===== config.mk =====
export PLATFORM = sky130hd
export DESIGN_NAME = mult_div_unit
export DESIGN_NICKNAME = d
export VERILOG_FILES = /design/src/rtl/cpu_pkg.sv /design/src/rtl/mult_div_unit.sv
export SDC_FILE = /design/constraint.sdc
export NUM_CORES = 1
export LEC_CHECK = 0
export CAP_MARGIN = 20
export CORE_MARGIN = 8
export CORE_UTILIZATION = 59
export CTS_CLUSTER_SIZE = 20
export DETAILED_ROUTE_END_ITERATION = 8
export PLACE_DENSITY = 0.93
export SLEW_MARGIN = 20
export SYNTH_ARGS = -nofsm -noshare
export SYNTH_HDL_FRONTEND = slang
export SYNTH_SLANG_ARGS = --single-unit
export TNS_END_PERCENT = 5

===== constraint.sdc =====
create_clock -name clock -period 17.45 [get_ports clock]
set_input_delay 5.235 -clock clock [delete_from_list [all_inputs] [get_ports clock]]
set_output_delay 5.235 -clock clock [all_outputs]
set_load 0.03 [all_outputs]

===== src/rtl/cpu_pkg.sv =====
// Shared CPU definitions: multiply/divide opcodes, sequencer states and iteration count.
package cpu_pkg;

  typedef enum logic [1:0] {
    MD_MULT,
    MD_MULTU,
    MD_DIV,
    MD_DIVU
  } md_op_t;

  typedef enum logic [1:0] {
    MD_IDLE,
    MD_CALC,
    MD_FIX
  } md_state_t;

  localparam int unsigned MD_ITERS = 32;

  function automatic logic md_is_div(input md_op_t op);
    return (op == MD_DIV) || (op == MD_DIVU);
  endfunction

  function automatic logic md_is_signed(input md_op_t op);
    return (op == MD_MULT) || (op == MD_DIV);
  endfunction

endpackage


===== src/rtl/mult_div_unit.sv =====
// Multi-cycle HI/LO unit: 32-step shift-add multiply and restoring divide on operand
// magnitudes, with sign fix-up in a final cycle and a divide-by-zero flag.
module mult_div_unit
  import cpu_pkg::*;
(
  input  logic        clock,
  input  logic        reset,
  input  logic        start,
  input  logic [1:0]  mdop,
  input  logic [31:0] srca,
  input  logic [31:0] srcb,
  output logic        busy,
  output logic        done,
  output logic [31:0] hi,
  output logic [31:0] lo,
  output logic        divzero
);

  localparam logic [4:0] LastIter = 5'(MD_ITERS - 1);

  md_state_t   state_q;
  md_op_t      op_q;
  logic [63:0] acc_q;
  logic [31:0] opb_q;
  logic [4:0]  cnt_q;
  logic        neg_res_q, neg_rem_q, zero_q;
  logic        busy_q, done_q, divzero_q;
  logic [31:0] hi_q, lo_q;

  md_op_t      req_op;
  logic        req_signed, req_zero;
  logic [31:0] a_mag, b_mag;
  logic        op_div;
  logic [32:0] add_a, add_b, sum;
  logic        fits;
  logic [63:0] mul_next, div_next, prod_fix;
  logic [31:0] quo_fix, rem_fix;

  always_comb begin
    req_op     = md_op_t'(mdop);
    req_signed = md_is_signed(req_op);
    req_zero   = md_is_div(req_op) && (srcb == 32'd0);
    a_mag      = (req_signed && srca[31]) ? -srca : srca;
    b_mag      = (req_signed && srcb[31]) ? -srcb : srcb;

    // One 33-bit adder: add multiplicand for MULT, subtract divisor (a + ~b + 1) for DIV.
    op_div = md_is_div(op_q);
    add_a  = op_div ? {1'b0, acc_q[62:31]} : {1'b0, acc_q[63:32]};
    add_b  = op_div ? ~{1'b0, opb_q} : {1'b0, opb_q};
    sum    = add_a + add_b + {32'd0, op_div};

    mul_next = acc_q[0] ? {sum, acc_q[31:1]} : {1'b0, acc_q[63:1]};
    // A bit shifted out of the remainder means it already exceeds any 32-bit divisor.
    fits     = acc_q[63] | ~sum[32];
    div_next = fits ? {sum[31:0], acc_q[30:0], 1'b1} : {acc_q[62:0], 1'b0};

    prod_fix = neg_res_q ? -acc_q : acc_q;
    quo_fix  = neg_res_q ? -acc_q[31:0] : acc_q[31:0];
    rem_fix  = neg_rem_q ? -acc_q[63:32] : acc_q[63:32];
  end

  always_ff @(posedge clock or posedge reset) begin
    if (reset) begin
      state_q   <= MD_IDLE;
      op_q      <= MD_MULT;
      acc_q     <= '0;
      opb_q     <= '0;
      cnt_q     <= '0;
      neg_res_q <= 1'b0;
      neg_rem_q <= 1'b0;
      zero_q    <= 1'b0;
      busy_q    <= 1'b0;
      done_q    <= 1'b0;
      divzero_q <= 1'b0;
      hi_q      <= '0;
      lo_q      <= '0;
    end else begin
      done_q <= 1'b0;
      unique case (state_q)
        MD_IDLE: begin
          if (start) begin
            op_q      <= req_op;
            acc_q     <= {32'd0, a_mag};
            opb_q     <= b_mag;
            cnt_q     <= '0;
            neg_res_q <= req_signed && (srca[31] ^ srcb[31]);
            neg_rem_q <= req_signed && srca[31];
            zero_q    <= req_zero;
            divzero_q <= 1'b0;
            busy_q    <= 1'b1;
            state_q   <= req_zero ? MD_FIX : MD_CALC;
          end
        end
        MD_CALC: begin
          acc_q <= op_div ? div_next : mul_next;
          cnt_q <= cnt_q + 5'd1;
          if (cnt_q == LastIter) state_q <= MD_FIX;
        end
        MD_FIX: begin
          if (zero_q) begin
            divzero_q <= 1'b1;
          end else if (op_div) begin
            hi_q <= rem_fix;
            lo_q <= quo_fix;
          end else begin
            hi_q <= prod_fix[63:32];
            lo_q <= prod_fix[31:0];
          end
          done_q  <= 1'b1;
          busy_q  <= 1'b0;
          state_q <= MD_IDLE;
        end
        default: state_q <= MD_IDLE;
      endcase
    end
  end

  assign busy    = busy_q;
  assign done    = done_q;
  assign hi      = hi_q;
  assign lo      = lo_q;
  assign divzero = divzero_q;

endmodule


==> results of run 1 <==
## path summary, 6_finish.rpt
check / from / endpoint / slack [ps] / depth (start not counted)
min: hi[17]$_DFFE_PP0P_ / hi[17]$_DFFE_PP0P_ / 480 / 2
max in group asynchronous: reset / op_q[1]$_DFFE_PP0P_ / 10490 / 3
min reg2reg: hi[17]$_DFFE_PP0P_ / hi[17]$_DFFE_PP0P_ / 480 / 2
max reg2reg: op_q[1]$_DFFE_PP0P_ / acc_q[49]$_DFFE_PP0P_ / 12030 / 12
min in group asynchronous: reset / lo[13]$_DFFE_PP0P_ / 5370 / 2
max: srcb[4] / opb_q[29]$_DFFE_PP0P_ / 9440 / 10
## layout by cell type, fill, tap and decap left out, types with 17 or more instances in the layout
master	instances
dfrtp_1	173
nor2_1	111
o21ai_0	168
a211oi_1	30
a21oi_1	122
clkdlybuf4s50_1	135
mux2_2	36
nand2_1	200
xor2_1	115
ha_1	37
mux2i_1	50
xnor2_1	61
clkbuf_16	17
nor3_1	26
inv_1	20
nand3_1	62
o31ai_1	17
## cells by family after synthesis
kind of cell | count (synthesis) | synth area share (%)
fa+ha+maj | 38 | 3.74
simple gates | 503 | 18.0
xor+xnor | 176 | 11.9
flops | 174 | 33.7
compound gates | 454 | 21.2
mux | 87 | 7.09
buf+inv | 142 | 4.37
## cell type report
cell class	instances	area, sq um	area share, %
clock buffers	19	433	2.91
clock inverters	13	153	1.03
inverters	21	83.8	0.564
multi-input cells	1258	8040	54.1
flip-flops and latches	174	4360	29.3
well taps	280	350	2.36
repair buffers	148	1450	9.75
## synthesized netlist by cell type, drive strengths merged (7+ instances only)
cell,number,area (sq um)
a211oi,30,225
a21o,16,120
a21oi,124,632
a22oi,7,52.6
a31oi,16,100
and3,7,43.8
buf,15,87.6
clkbuf,106,398
dfrtp,174,4350
ha,37,463
inv,21,78.8
mux2,36,405
mux2i,51,510
nand2,201,754
nand2b,7,43.8
nand3,62,310
nor2,112,420
nor2b,12,75.1
nor3,26,130
nor4,16,100
o211ai,8,60.1
o21ai,173,873
o31ai,17,128
o41ai,13,114
or3,18,115
or4,14,120
xnor2,61,534
xor2,115,1010
## routing by layer
layer  GRT usage [%]  share of wire [%]  up-vias  wire (um)
met4            8.35                2.2        2        800
met3            5.01                9.0       90       3220
li1                -                  -     5736          -
met5               0              0.034        -         12
met1            36.4                 44     5702      15800
met2            40.3                 44      617      15800
## through the flow
step / cells / setup slack (ps) / utilization, % / cell area [sq um]
6_report: 1913 / 9440 / 68.5 / 14900
5_1_grt: 1913 / 9220 / 68.5 / 14900
4_1_cts: 1913 / 9420 / 68.5 / 14900
3_5_place_dp: 1881 / 8980 / 65.8 / 14300
3_3_place_gp: 1881 / 9050 / 65.8 / 14300
2_1_floorplan: 1574 / 7500 / - / 12900
## critical path: cells and delay by family
family | cells | cell delay, ps
compound gates | 2 | 260
xor+xnor | 1 | 140
buf+inv | 1 | 470
simple gates | 6 | 2200
## sequential cells by signal, summed over array words and instances, names as in the netlist, 2 cells and up
signal   cells
lo          32
state_q      2
hi          32
opb_q       32
cnt_q        5
acc_q       64
==> reports/qor.txt, run 1 <==
total wire length: 35700 um
minimum clock period after layout: 8010 ps
CP endpoint kind: register
status: finished clean
Reg clk slew, reported paths: 70 ps
GRT Total Usage: 26.1%
drt wl/cell: 18.6 um
clock sink count: 174
routed vias: 12100
main flop type after synthesis: dfrtp_1
Placeable Area: 21700 sq um
Via density: 6.35
Post-Syn Area: 12900 sq um
worst-case clock skew: 9.29 ps
max-cap check violation count: 0
ys async rst share: 100%
Die Ht: 164 um
synthesized net count: 1681
CP max stage cell: or4_1
CTS Buffer Depth: 2
crit-path max cell delay: 590 ps
CTS resizes: 0
unrepaired setup endpoints after global routing: false
Setup TNS: 0 ps
Fmax achieved: 125 MHz
port bufs: 135
register area share after synthesis: 33.7%
# setup viols final: 0
Final Hold Vio Count: 0
GR Overflow Total: 0
CP required: 17740 ps
nets@finish: 1727
instance count of the mapped netlist: 1574
critical path arrival: 8300 ps
Starting Density: 59.6%
Hold Buf Count CTS: 0
Iter 0 DRT Violations: 1405
largest net degree at the start of global routing: 129
postcts setup bufs: 0
slew at the pin with the worst max-slew slack: 1140 ps
H-Tree Depth: 4
worst-path cell chain: clkdlybuf4s50_1 -> or4_1 -> or3_1 -> or2_2 -> nor3_1 -> nand3_1 -> nor4_1 -> a21o_1 -> xor2_1 -> o21ai_0
DPL Wire Length: 26100 um
hold crit path type: register to register
initial antenna violation count: 1
total number of yosys warnings: 0
Slew Viols, Final: 0
Max-slew headroom: 22.3%
Area Growth Syn to Fin: 15.1%
ANT nets after route: 0
fin crit share: 45.9%
CTS tree: built
Die Footprint: 26900 sq um
Remaining DRCs: 0
DR pass1 iterations: 7
Post-synth EDFFs: 0
cts bufs inserted: 17
Fin Hold WS: 481 ps
routability cong.: 0.939
CP Max Fanout: 4
Die X: 164 um
fillers: 1694
Root Driver: clkbuf_16
Ports: 136
Synth Register Bits: 174
Syn Area/Cell: 8.21 sq um
global-route wire length before repair: 57200 um
row count: 54
count of cell types in the netlist: 71
WS Path Type: input port to register
CP Launch Type: input port
number of global-route vias before repair: 11300
worst skew pair latency: 440 ps
share of cells above drive strength 1: 6.61%
Inserted Diodes: 0
Power of run 1 is not shown: default switching activity piles up to over one toggle a cycle in this logic, so the estimate is an artifact.
==> run 2: changes to the inputs <==
--- a/config.mk
+++ b/config.mk
@@ -7,10 +7,10 @@
 export LEC_CHECK = 0
 export CAP_MARGIN = 20
 export CORE_MARGIN = 8
-export CORE_UTILIZATION = 59
+export CORE_UTILIZATION = 53
 export CTS_CLUSTER_SIZE = 20
 export DETAILED_ROUTE_END_ITERATION = 8
-export PLACE_DENSITY = 0.93
+export PLACE_DENSITY = 0.88
 export SLEW_MARGIN = 20
 export SYNTH_ARGS = -nofsm -noshare
 export SYNTH_HDL_FRONTEND = slang
==> constraint.sdc (replaced) <==
create_clock -name clock -period 7.3 [get_ports clock]
set_input_delay 2.19 -clock clock [delete_from_list [all_inputs] [get_ports clock]]
set_output_delay 2.19 -clock clock [all_outputs]
set_load 0.03 [all_outputs]
==> run 2 against run 1 <==
Effect of this change:
- non-clock buffer count unchanged
- critical path type is now register to register
- flip-flop and latch count unchanged
- via count decreased by 1.5%
- largest cell class unchanged
- sequential share of layout area decreased by 0.074 points
==> reports/qor.txt, run 2 (same netlist as run 1, synthesis figures left out) <==
placed cells: 1925
cts bufs inserted: 17
total wire length: 35500 um
fillers: 2099
largest delay contributor family on the critical path: multiplexers
most common cell after layout, fill and taps aside: nand2_1
R2R depth: 12
CP Launch Type: register
fin crit share: 72.0%
share of cells above drive strength 1: 6.67%
CTS tree: built
Die Footprint: 29600 sq um
Iter 0 DRT Violations: 1480
Remaining DRCs: 0
r2r startpoint: op_q[1]$_DFFE_PP0P_
Die X: 172 um
CP Max Fanout: 59
GR Overflow Total: 0
Setup TNS: 0 ps
Max-slew headroom: 22.2%
max-cap check violation count: 0
Layout Cells excl Fill: 1959
routability cong.: 0.928
Root Driver: clkbuf_16
slew at the pin with the worst max-slew slack: 1140 ps
most used cell, CP: a21oi_1
nets@finish: 1727
minimum clock period after layout: 5260 ps
Die Ht: 172 um
CP required: 7630 ps
Ports: 136
worst-case clock skew: 12.2 ps
max reg flops: 64
largest net degree at the start of global routing: 129
row count: 57
port bufs: 135
status: finished clean
most frequent cells in the layout: nand2_1 (200), dfrtp_1 (173), o21ai_0 (168), clkdlybuf4s50_1 (135), a21oi_1 (122)
H-Tree Depth: 4
CTS Buffer Depth: 2
GRT Total Usage: 23.9%
hold crit path type: register to register
global-route wire length before repair: 57600 um
worst-path cell chain: buf_4 -> mux2_2 -> ha_1 -> a21oi_1 -> o21ai_0 -> a31oi_1 -> a21oi_1 -> o21a_1 -> mux2i_2 -> mux2i_1 -> a21oi_1 -> a22o_1
flop2flop setup slack: 2040 ps
CP max stage cell: mux2i_2
CTS resizes: 0
Placeable Area: 24100 sq um
Starting Density: 53.6%
Via density: 6.11
Largest Register: acc_q
crit-path max cell delay: 980 ps
WP buf/inv: 1
unrepaired setup endpoints after global routing: false
DPL Wire Length: 25900 um
DR pass1 iterations: 6
worst skew pair latency: 450 ps
worst r2r dst: acc_q[62]$_DFFE_PP0P_
WS Path Type: register to register
crit path to: acc_q[62]$_DFFE_PP0P_
CP endpoint kind: register
critical path arrival: 5590 ps
cell depth of the worst setup path: 12
Hold Buf Count CTS: 0
# setup viols final: 0
ANT nets after route: 0
postcts setup bufs: 0
Area Growth Syn to Fin: 15.3%
clock sink count: 174
Slew Viols, Final: 0
Critical Path Start: op_q[1]$_DFFE_PP0P_
Reg clk slew, reported paths: 70 ps
initial antenna violation count: 2
routed vias: 12000
number of global-route vias before repair: 11400
drt wl/cell: 18.1 um
Fmax achieved: 190 MHz
Final Hold Vio Count: 0
[run 2: cell count changes in the layout (fill, tap and decap cells not counted), sizes merged]
cell,previous run,this run
inv,26,27
clkinvlp,2,4
diode,0,2
bufinv,2,0
clkinv,4,3
[run 2: worst min-delay path by stage]
stage                           endpoint  cells after the start  slack [ps]                  from
finish                hi[27]$_DFFE_PP0P_                      2         480    hi[27]$_DFFE_PP0P_
global placement        busy$_DFFE_PP0P_                      2         460      busy$_DFFE_PP0P_
global route          lo[18]$_DFFE_PP0P_                      2         500    lo[18]$_DFFE_PP0P_
floorplan           opb_q[3]$_DFFE_PP0P_                      2         460  opb_q[3]$_DFFE_PP0P_
CTS                   lo[14]$_DFFE_PP0P_                      2         480    lo[14]$_DFFE_PP0P_
detailed placement    lo[14]$_DFFE_PP0P_                      2         470    lo[14]$_DFFE_PP0P_
[run 2: worst min-delay path: cells and delay by family (launching register included)]
kind	cells	cell delay, ps
flip-flops	1	340
AND/OR/NAND/NOR	1	40
AO/OA/AOI/OAI	1	60
[run 2: routing by layer]
metal | GRT usage (%) | routed length (um) | vias up
met1 | 34.3 | 16300 | 5586
met2 | 35.6 | 15100 | 579
met4 | 9.86 | 1130 | 0
li1 | - | - | 5716
met3 | 3.65 | 2940 | 86
met5 | 0 | 0 | -
[run 2: area by class of cell]
cell class	instances	area (sq um)	area share, %
flip-flops and latches	174	4360	29.2
repair buffers	148	1470	9.83
clock buffers	19	443	2.97
clock inverters	13	104	0.697
multi-input cells	1258	8040	53.9
inverters	21	83.8	0.562
well taps	324	405	2.72
diodes	2	5.00	0.0336
[run 2: metrics by stage]
step,hold WS [ps],util [%],worst slack (ps),cell area (sq um)
final,478,61.8,2040,14900
after global placement,459,59.5,1940,14300
after global routing,499,61.8,1700,14900
after CTS,485,61.8,2120,14900
after floorplan,458,-,393,12900
after detailed placement,469,59.5,1930,14300
Power of run 2 is left out for the same reason.
==> run 3: changes to the inputs <==
==> constraint.sdc (replaced) <==
create_clock -name clock -period 4.8 [get_ports clock]
set_input_delay 1.44 -clock clock [delete_from_list [all_inputs] [get_ports clock]]
set_output_delay 1.44 -clock clock [all_outputs]
set_load 0.03 [all_outputs]
==> run 3 against run 2 <==
Effect of this change:
- flip-flop and latch count unchanged
- critical path type unchanged
- clock skew down 0.99 ps
- utilization up 0.57 points
- setup slack worse by 1500 ps
==> reports/qor.txt, run 3 (same netlist as run 1, synthesis figures left out) <==
DPL Wire Length: 26500 um
Hold Buf Count CTS: 0
initial antenna violation count: 0
CTS Buffer Depth: 2
worst-path cell chain: and3b_1 -> nor2_1 -> fa_1 -> a211oi_1 -> o211ai_1 -> a41oi_1 -> o21ai_0 -> o21a_1 -> mux2_2 -> buf_4 -> nand2_1 -> o21ai_0 -> a221o_1
WP buf/inv: 1
Area Growth Syn to Fin: 16.4%
cts bufs inserted: 17
M1 WL: 15800 um
hold crit path type: register to register
DR pass1 iterations: 6
CP Max Fanout: 49
Root Driver: clkbuf_16
CP Launch Type: register
Placeable Area: 24100 sq um
Final Hold Vio Count: 0
Die Footprint: 29600 sq um
Die Ht: 172 um
Fmax achieved: 235 MHz
H-Tree Depth: 4
WS Path Type: register to register
CTS tree: built
worst-case clock skew: 11.2 ps
status: finished clean
global-route wire length before repair: 58200 um
postcts setup bufs: 0
Slew Viols, Final: 0
Starting Density: 53.6%
Largest Register: acc_q
slew at the pin with the worst max-slew slack: 1090 ps
clock sink count: 174
Die X: 172 um
most common cell after layout, fill and taps aside: nand2_1
critical path arrival: 4570 ps
max reg flops: 64
unrepaired setup endpoints after global routing: false
share of cells above drive strength 1: 7.23%
post-layout util: 62.4%
crit-path max cell delay: 860 ps
largest net degree at the start of global routing: 116
Remaining DRCs: 0
largest delay contributor family on the critical path: compound AO/OA/AOI/OAI gates
routed vias: 12100
worst skew pair latency: 440 ps
GRT Total Usage: 24.1%
nets@finish: 1739
Ports: 136
top sig layer: met4
Inserted Diodes: 0
most used cell, CP: o21ai_0
Setup TNS: 0 ps
Via density: 6.17
routability cong.: 0.930
fillers: 2093
GR Overflow Total: 0
max-cap check violation count: 0
CP required: 5110 ps
CTS resizes: 0
port bufs: 135
drt wl/cell: 18.2 um
Reg clk slew, reported paths: 70 ps
ANT nets after route: 0
number of global-route vias before repair: 11300
met3 routed WL: 3290 um
total wire length: 35800 um
fin crit share: 88.7%
row count: 57
minimum clock period after layout: 4260 ps
CP max stage cell: dfrtp_4
most frequent cells in the layout: nand2_1 (200), dfrtp_1 (173), o21ai_0 (168), clkdlybuf4s50_1 (135), a21oi_1 (123)
CP endpoint kind: register
# setup viols final: 0
Iter 0 DRT Violations: 1507
Met2 Wirelength: 15800 um
Max-slew headroom: 27.5%
[run 3: cell count changes in the layout (fill, tap and decap cells not counted), moves of 2 or more]
| cell | previous run | this run |
|---|---|---|
| clkinv_8 | 0 | 2 |
| diode_2 | 2 | 0 |
| buf_12 | 1 | 3 |
| clkinvlp_4 | 4 | 1 |
| buf_4 | 11 | 22 |
| inv_8 | 1 | 3 |
[run 3: worst reg2reg max path, cell delays in order, from the launching register on]
cell and delay, ps:
dfrtp_4 860, and3b_1 380, nor2_1 70, fa_1 440, a211oi_1 420, o211ai_1 170, a41oi_1 350, o21ai_0 140
o21a_1 290, mux2_2 320, buf_4 190, nand2_1 80, o21ai_0 90, a221o_1 350
[run 3: through the flow]
step,cell area [sq um],worst slack (ps),hold slack [ps],cells
final,15000,540,480,1969
after global routing,15000,381,503,1969
after CTS,15000,627,487,1969
after detailed placement,14400,255,470,1937
after global placement,14400,367,461,1937
after floorplan,12900,396,458,1574
[run 3: cell type report]
class | instances | area (sq um) | area share, %
Clock buffer | 17 | 425 | 2.83
Clock inverter | 15 | 168 | 1.11
Inverter | 21 | 82.6 | 0.549
Multi-Input combinational cell | 1258 | 8030 | 53.4
Sequential cell | 174 | 4360 | 29.0
Tap cell | 324 | 405 | 2.70
Timing Repair Buffer | 160 | 1580 | 10.5
[run 3: final timing paths]
kind                                     start                    end  slack (ps)  cells after the start
max in group asynchronous                reset    op_q[1]$_DFFE_PP0P_        2710                      3
setup / recovery           op_q[1]$_DFFE_PP0P_  acc_q[53]$_DFFE_PP0P_         540                     13
hold reg to reg             hi[19]$_DFFE_PP0P_     hi[19]$_DFFE_PP0P_         480                      2
min in group asynchronous                reset     lo[12]$_DFFE_PP0P_        1450                      3
setup reg to reg           op_q[1]$_DFFE_PP0P_  acc_q[53]$_DFFE_PP0P_         540                     13
hold / removal              hi[19]$_DFFE_PP0P_     hi[19]$_DFFE_PP0P_         480                      2
[run 3: per-layer routing]
metal,global-route usage (%),vias up
met4,8.62,0
met3,4.47,70
met1,34.1,5754
met5,0,-
li1,-,5741
met2,36.4,581
Power of run 3 is left out for the same reason.
